<file path="config.mk">
export PLATFORM = sky130hd
export DESIGN_NAME = usb_rx_bit_timer
export DESIGN_NICKNAME = d
export VERILOG_FILES = /design/src/rtl/usb_rx_bit_timer.sv
export SDC_FILE = /design/constraint.sdc
export NUM_CORES = 1
export LEC_CHECK = 0
export CAP_MARGIN = 15
export CORE_AREA = 2 2 39 41
export DETAILED_ROUTE_END_ITERATION = 6
export DIE_AREA = 0 0 41 43
export GPL_TIMING_DRIVEN = 0
export PLACE_DENSITY_LB_ADDON = 0.3
export SYNTH_ARGS = -nofsm -noshare
export SYNTH_HDL_FRONTEND = slang
export SYNTH_SLANG_ARGS = --single-unit
</file>
<file path="constraint.sdc">
create_clock -name clk -period 1.7 [get_ports clk]
set_input_delay 0.17 -clock clk [delete_from_list [all_inputs] [get_ports clk]]
set_output_delay 0.17 -clock clk [all_outputs]
set_load 0.01 [all_outputs]
</file>
<file path="src/rtl/usb_rx_bit_timer.sv">
// rtl/usb_rx_bit_timer.sv - USB RX bit timing, resync and destuffing; optional stuffing via USB_RX_BIT_STUFF_EN
module usb_rx_bit_timer #(
    parameter int CLKS_PER_BIT  = 8,
    parameter int SAMPLE_POINT  = 3,
    parameter int BITS_PER_BYTE = 8
) (
    input  logic       clk,
    input  logic       n_rst,
    input  logic       enable_timer,
    input  logic       d_edge,
    input  logic       d_orig,
    output logic       shift_enable,
    output logic       byte_received,
    output logic [2:0] bit_count,
    output logic       stuff_error
);

    localparam int              CNT_W      = $clog2(CLKS_PER_BIT);
    localparam logic [CNT_W-1:0] CNT_LAST   = CNT_W'(CLKS_PER_BIT - 1);
    localparam logic [CNT_W-1:0] CNT_SAMPLE = CNT_W'(SAMPLE_POINT);
    localparam logic [2:0]       BIT_LAST   = 3'(BITS_PER_BYTE - 1);

    logic [CNT_W-1:0] clk_cnt;
    logic [CNT_W-1:0] clk_cnt_nxt;
    logic [2:0]       bit_count_nxt;
    logic             last_bit;
    logic             last_bit_nxt;
    logic             shift_nxt;
    logic             byte_nxt;
    logic             sample;
    logic             stuffed;

    // A resync edge wins over a sample landing in the same cycle.
    assign sample = enable_timer && !d_edge && (clk_cnt == CNT_SAMPLE);

`ifdef USB_RX_BIT_STUFF_EN
    logic [2:0] ones_cnt;
    logic [2:0] ones_cnt_nxt;
    logic       err_nxt;

    assign stuffed = (ones_cnt == 3'd6);

    // Run of decoded 1s; survives byte boundaries so stuffing can span bytes.
    always_comb begin
        ones_cnt_nxt = ones_cnt;
        err_nxt      = 1'b0;
        if (!enable_timer) begin
            ones_cnt_nxt = 3'd0;
        end else if (sample) begin
            if (stuffed) begin
                ones_cnt_nxt = 3'd0;
                err_nxt      = d_orig;
            end else if (d_orig) begin
                ones_cnt_nxt = (ones_cnt == 3'd6) ? 3'd6 : ones_cnt + 3'd1;
            end else begin
                ones_cnt_nxt = 3'd0;
            end
        end
    end

    always_ff @(posedge clk or negedge n_rst) begin
        if (!n_rst) begin
            ones_cnt    <= 3'd0;
            stuff_error <= 1'b0;
        end else begin
            ones_cnt    <= ones_cnt_nxt;
            stuff_error <= err_nxt;
        end
    end
`else
    assign stuffed     = 1'b0;
    assign stuff_error = 1'b0;
`endif

    always_comb begin
        clk_cnt_nxt   = clk_cnt;
        bit_count_nxt = bit_count;
        last_bit_nxt  = 1'b0;
        shift_nxt     = 1'b0;
        byte_nxt      = 1'b0;
        if (!enable_timer) begin
            clk_cnt_nxt   = '0;
            bit_count_nxt = 3'd0;
        end else begin
            if (d_edge || (clk_cnt == CNT_LAST)) begin
                clk_cnt_nxt = '0;
            end else begin
                clk_cnt_nxt = clk_cnt + CNT_W'(1);
            end
            // byte_received trails the final shift so the shifter already holds bit 8.
            byte_nxt = last_bit;
            if (sample && !stuffed) begin
                shift_nxt     = 1'b1;
                last_bit_nxt  = (bit_count == BIT_LAST);
                bit_count_nxt = (bit_count == BIT_LAST) ? 3'd0 : bit_count + 3'd1;
            end
        end
    end

    always_ff @(posedge clk or negedge n_rst) begin
        if (!n_rst) begin
            clk_cnt       <= '0;
            bit_count     <= 3'd0;
            last_bit      <= 1'b0;
            shift_enable  <= 1'b0;
            byte_received <= 1'b0;
        end else begin
            clk_cnt       <= clk_cnt_nxt;
            bit_count     <= bit_count_nxt;
            last_bit      <= last_bit_nxt;
            shift_enable  <= shift_nxt;
            byte_received <= byte_nxt;
        end
    end

endmodule
</file>
==> summary.txt, run 1 <==
Timing
  • Final min period: 1.369 ns
  • Final Hold Vio Count: 0
  • Crit share post-route: 80.55%
  • Maximum clock rate: 730.2 MHz
  • Hold Slack: 0.2133 ns
  • Setup_tns: 0 ns
  • RSZ-0062 raised after global routing: no
  • Clock skew: about 0.0016 ns
  • Max-slew violation count: 0
  • Final setup viols: 0

Yosys
  • Yosys cell types: 14
  • Synth Register Bits: 9
  • Syn Inst Count: 34
  • Seq/Total Area, Yosys: 54.05%
  • Ranking of synthesized cells by area: dfrtp_1 54%, ha_1 15%, mux2i_1 7.2%
  • Share of the synthesized area in the top cell type: 54.05%
  • Syn Area/Cell: around 12 um2
  • Post-Syn Area: between 400 and 500 um2
  • Yosys warnings: 0
  • Area leader, netlist: dfrtp_1
  • Syn nets: 44

Critical path
  • Crit path cell chain: ha_1, ha_1, nor2b_2, buf_6, mux2i_1, nor2b_1
  • Cell repeated most along the worst path: ha_1
  • Worst setup path class: register to register
  • CP bufs+invs: 1
  • WP data required: 1.84 ns
  • Worst path arrival time: around 1.5 ns
  • Cell family with most CP delay: adder cells
  • CP max FO: 5
  • Endpoint class of the critical path: register
  • Critical path launch point type: register
  • Max incr delay on CP: 0.38 ns
  • Worst path slowest cell: dfrtp_1

Routing
  • Initial DRT Pass Iterations: 2
  • DRT antenna net count: 0
  • Iter 0 DRT Violations: 1
  • Wire per inst: 9.935 um
  • Final wirelength: 616 um
  • Routed via count: 262
  • Via-per-instance ratio: 4.226
  • DRC: 0

Pwr
  • Logic pwr share: approximately 5.7%
  • LEAKAGE: 0.2713 nW
  • Max IR drop VDD: roughly 0.33 mV
  • PwrDens: about 730 mW/mm2
  • P_sw: 0.07790 mW
  • Register share of total power: between 50 and 60%
  • Switching Share: between 10% and 20%
  • Internal power: 0.3181 mW
  • Clock group share of total power: 39.3%

Global route
  • Tot GR Track Use: 9.858%
  • Vias in the first global route: 260
  • First-pass GRT wire length: 1076 um
  • Initial antenna violation count: 0
  • Largest net degree at the start of global routing: 10
  • Gr ovfl total: 0

Layout
  • Syn-to-layout area delta: 30.33%
  • Commonest cells after routing, fill and taps aside: 9 x dfrtp_1, 8 x clkdlybuf4s50_1, 5 x ha_1
  • Layout cells sized above 1: 15.22%
  • Layout net count: 57
  • Most common cell after layout, fill and taps aside: dfrtp_1
  • Layout fillers: between 100 and 150
  • Final instance area: 543.0 um2
  • Antenna diodes: 0

Floorplan
  • Initial Util: 30.11%
  • Chip Width: 41 um
  • Die height: about 43 um
  • Core region area: between 0.001 and 0.0015 mm2
  • Die ar.: 0.001763 mm2
  • Row Count: 14
  • Top-level I/O count: 11

Placement
  • IO buf count: 8
  • Post-placement cell area: 516.7 um2
  • GPL Wtd Cong: approximately 0.7

Outcome
  • Status: finished clean

Clock tree
  • Worst-Skew Late Latency: 0.25 ns
  • # resized after CTS: 0
  • CTS H-tree depth: 1
  • Postcts setup bufs: 0
  • Hold Buf Count CTS: 0
  • CTS Buf Count: 3
  • Clock Pin Slew Worst Setup and Hold Paths: 0.06 ns
  • CTS tree: done
  • CTS Buffer Depth: 2
  • # clock sinks: 9
  • Clk root buf: clkbuf_4

Hold path
  • HP Class: input port to asynchronous set/reset pin

Flow run
  • Max cap viols: 0
==> synth_stat cells, drive strengths merged <==
library cell	number
buf	2
dfrtp	9
nor2b	4
and3	2
conb	1
nand2	1
ha	5
inv	1
nor2	4
mux2i	3
and2	2
==> flip-flops by register name, summed over array words and instances (netlist names) <==
signal and flops:
last_bit 1, byte_received 1, clk_cnt 3, bit_count 3
shift_enable 1
==> through the flow <==
step / cells / utilization (%) / setup WS, ns / power [mW]
6_report: 62 / 39.24 / 0.3306 / 0.3961
5_1_grt: 62 / 39.24 / 0.2405 / 0.4271
4_1_cts: 62 / 39.24 / 0.3036 / 0.4079
3_5_place_dp: 58 / 37.34 / 0.3109 / 0.2449
3_3_place_gp: 58 / 37.34 / 0.3779 / 0.2438
2_1_floorplan: 34 / - / 0.4134 / 0.2299
==> layout make-up <==
cell class | instances | area [um2] | area share [%]
repair buffers | 8 | 80.08 | 14.75
multi-input cells | 22 | 168.9 | 31.11
well taps | 16 | 20.02 | 3.687
plain buffers | 2 | 18.77 | 3.456
flip-flops and latches | 9 | 225.2 | 41.47
clock buffers | 4 | 26.28 | 4.839
inverters | 1 | 3.754 | 0.6912
==> cell families after synthesis <==
family	after synthesis	synth area share, %
multiplexers	3	7.207
flip-flops	9	54.06
adder cells (fa/ha/maj)	5	15.02
buffers and inverters	3	5.405
other	1	0.9000
AND/OR/NAND/NOR	13	17.42
==> metal layers <==
| metal | GRT usage (%) | wire, um | vias to the layer above |
|---|---|---|---|
| li1 | - | - | 130 |
| met1 | 11.37 | 277 | 124 |
| met2 | 12.81 | 290 | 8 |
| met3 | 3.665 | 47 | 0 |
| met4 | 10.00 | 0 | 0 |
| met5 | 0 | 0 | - |
==> worst paths after layout <==
path | from | end | slack [ns] | depth (start not counted)
worst min-delay path | n_rst | last_bit | 0.21 | 1
worst min register to register | clk_cnt[0] | clk_cnt[0] | 0.44 | 1
worst max register to register | clk_cnt[0] | bit_count[2] | 0.33 | 6
min in group clk | clk_cnt[0] | clk_cnt[0] | 0.44 | 1
worst max-delay path | clk_cnt[0] | bit_count[2] | 0.33 | 6
max in group asynchronous | n_rst | clk_cnt[0] | 1.20 | 1
==> power by group through the flow <==
stage | Sequential [mW] | Combinational (mW) | Clock, mW
5_1_grt | 0.218 | 0.0261 | 0.183
3_5_place_dp | 0.222 | 0.0231 | 0
3_3_place_gp | 0.222 | 0.0222 | 0
4_1_cts | 0.218 | 0.0232 | 0.167
6_report | 0.218 | 0.0225 | 0.156
2_1_floorplan | 0.222 | 0.00822 | 0
No activity file was read; power rests on OpenSTA's default activity.
==> inputs of run 2 (changes only) <==
==> constraint.sdc (replaced) <==
create_clock -name clk -period 1.3 [get_ports clk]
set_input_delay 0.13 -clock clk [delete_from_list [all_inputs] [get_ports clk]]
set_output_delay 0.13 -clock clk [all_outputs]
set_load 0.01 [all_outputs]
==> run 2 against run 1 <==
Net effect: via count down 0.38%; fmax up 6.8%; cell count unchanged; first-iteration DRC count up 100%; worst hold slack worse by 0.041 ns; die area unchanged; wire length up 6.8%.
==> summary.txt, run 2 (synthesis results as in run 1) <==
Critical path
  • CP max FO: 5
  • Worst setup path class: register to register
  • Endpoint class of the critical path: register
  • Crit path cell chain: ha_2, ha_4, nor2b_4, mux2i_1, nor2b_1
  • Max incr delay on CP: 0.36 ns
  • Flop2flop setup slack: 0.02 ns
  • Cell family with most CP delay: flip-flops
  • Critical path launch point type: register
  • Worst path arrival time: 1.42 ns
  • WP data required: 1.44 ns
  • Worst path slowest cell: dfrtp_1
  • CP bufs+invs: 0

Clock tree
  • Clk root buf: clkbuf_4
  • CTS H-tree depth: 1
  • CTS tree: done
  • CTS Buffer Depth: 2
  • Clock Pin Slew Worst Setup and Hold Paths: 0.06 ns
  • Worst-Skew Late Latency: approximately 0.25 ns
  • CTS Buf Count: 3
  • # clock sinks: 9
  • Hold Buf Count CTS: 0

Placement
  • Pre-CTS setup slack: -0.08909 ns
  • GPL Wtd Cong: 0.7009
  • IO buf count: 8

Routing
  • Met3 wire length: 47 um
  • DR top layer: met3
  • DRT antenna net count: 0
  • DRC: 0
  • Routed via count: 261
  • Wl on met1: 297 um
  • Final wirelength: 658 um
  • Via-per-instance ratio: 4.210
  • Initial DRT Pass Iterations: 2
  • Iter 0 DRT Violations: 2
  • Wire per inst: approximately 11 um
  • Routed length on met2: between 300 and 400 um

Global route
  • Vias in the first global route: 261
  • Initial antenna violation count: 0
  • Gr ovfl total: 0
  • Largest net degree at the start of global routing: 10
  • First-pass GRT wire length: roughly 1100 um
  • Tot GR Track Use: slightly above 10%

Floorplan
  • Top-level I/O count: 11
  • Row Count: 14
  • Core region area: approximately 0.0014 mm2
  • Initial Util: 30.11%
  • Die height: 43 um
  • Die ar.: around 0.0018 mm2
  • Chip Width: 41 um

Layout
  • Most common cell after layout, fill and taps aside: dfrtp_1
  • Multi-input logic area: about 190 um2
  • Layout cells sized above 1: 21.74%
  • Layout fillers: 137
  • Layout net count: 57
  • Syn-to-layout area delta: 33.93%
  • Top flop regs: bit_count: 3 flops, clk_cnt: 3 flops
  • Sequential cell area: roughly 230 um2
  • Commonest cells after routing, fill and taps aside: 9 x dfrtp_1, 5 x clkdlybuf4s50_1, 4 x nor2_1
  • Antenna diodes: 0

Timing
  • Setup_tns: 0 ns
  • Clock skew: 0.001897 ns
  • RSZ-0062 raised after global routing: yes
  • Crit share post-route: 98.66%
  • PnR worst setup slack: 0.01742 ns
  • Final setup viols: 0
  • Max-slew violation count: 0
  • Final Hold Vio Count: 0
  • Maximum clock rate: 779.7 MHz
  • Final min period: 1.283 ns

Pwr
  • LEAKAGE: 0.2797 nW
  • Max IR drop VDD: about 0.43 mV
  • PwrDens: 931.8 mW/mm2
  • Power Total: roughly 0.52 mW

Flow run
  • Max cap viols: 0

Hold path
  • HP Class: input port to asynchronous set/reset pin

Outcome
  • Status: finished clean
==> run 2: layout make-up <==
cell class,instances,area share (%)
plain buffers,1,1.345
multi-input cells,22,34.31
inverters,1,0.6726
flip-flops and latches,9,40.36
repair buffers,9,15.02
well taps,16,3.587
clock buffers,4,4.709
==> run 2: metrics by stage <==
stage	util, %	cell area (um2)	hold WS (ns)	cells
5_1_grt	40.33	558.0	0.1852	62
3_3_place_gp	37.34	516.7	0.4169	58
3_5_place_dp	37.34	516.7	0.4337	58
2_1_floorplan	-	416.7	-0.1656	34
6_report	40.33	558.0	0.1722	62
4_1_cts	39.24	543.0	0.1786	62
==> run 2: worst reg2reg max path: cells and delay by family (launching register included) <==
kind / cells / cell delay [ns]
flip-flops: 1 / 0.36
multiplexers: 1 / 0.21
adder cells (fa/ha/maj): 2 / 0.34
AND/OR/NAND/NOR: 2 / 0.26
==> run 2: what timing repair did <==
item,in CTS,in global routing
setup endpoints to repair,8,5
setup buffers,1,0
endpoints found under the hold margin,0,0
resized for setup,5,3
pin swaps,1,3
==> run 2: metal layers <==
metal	vias up	track usage [%]
met5	-	0
met3	0	3.665
li1	130	-
met1	123	12.37
met4	0	10.00
met2	8	13.13
==> run 2: power by group <==
part,internal [mW],switching (mW)
combinational,0.0157,0.0154
sequential,0.283,0.00180
clock,0.118,0.0861
==> run 2: path summary, 6_finish.rpt <==
check / from / endpoint / cells past startpoint
worst max-delay path: clk_cnt[0] / bit_count[2] / 5
worst min-delay path: n_rst / last_bit / 1
max in group asynchronous: n_rst / clk_cnt[0] / 1
worst max register to register: clk_cnt[0] / bit_count[2] / 5
worst min register to register: clk_cnt[0] / clk_cnt[0] / 1
min in group clk: clk_cnt[0] / clk_cnt[0] / 1
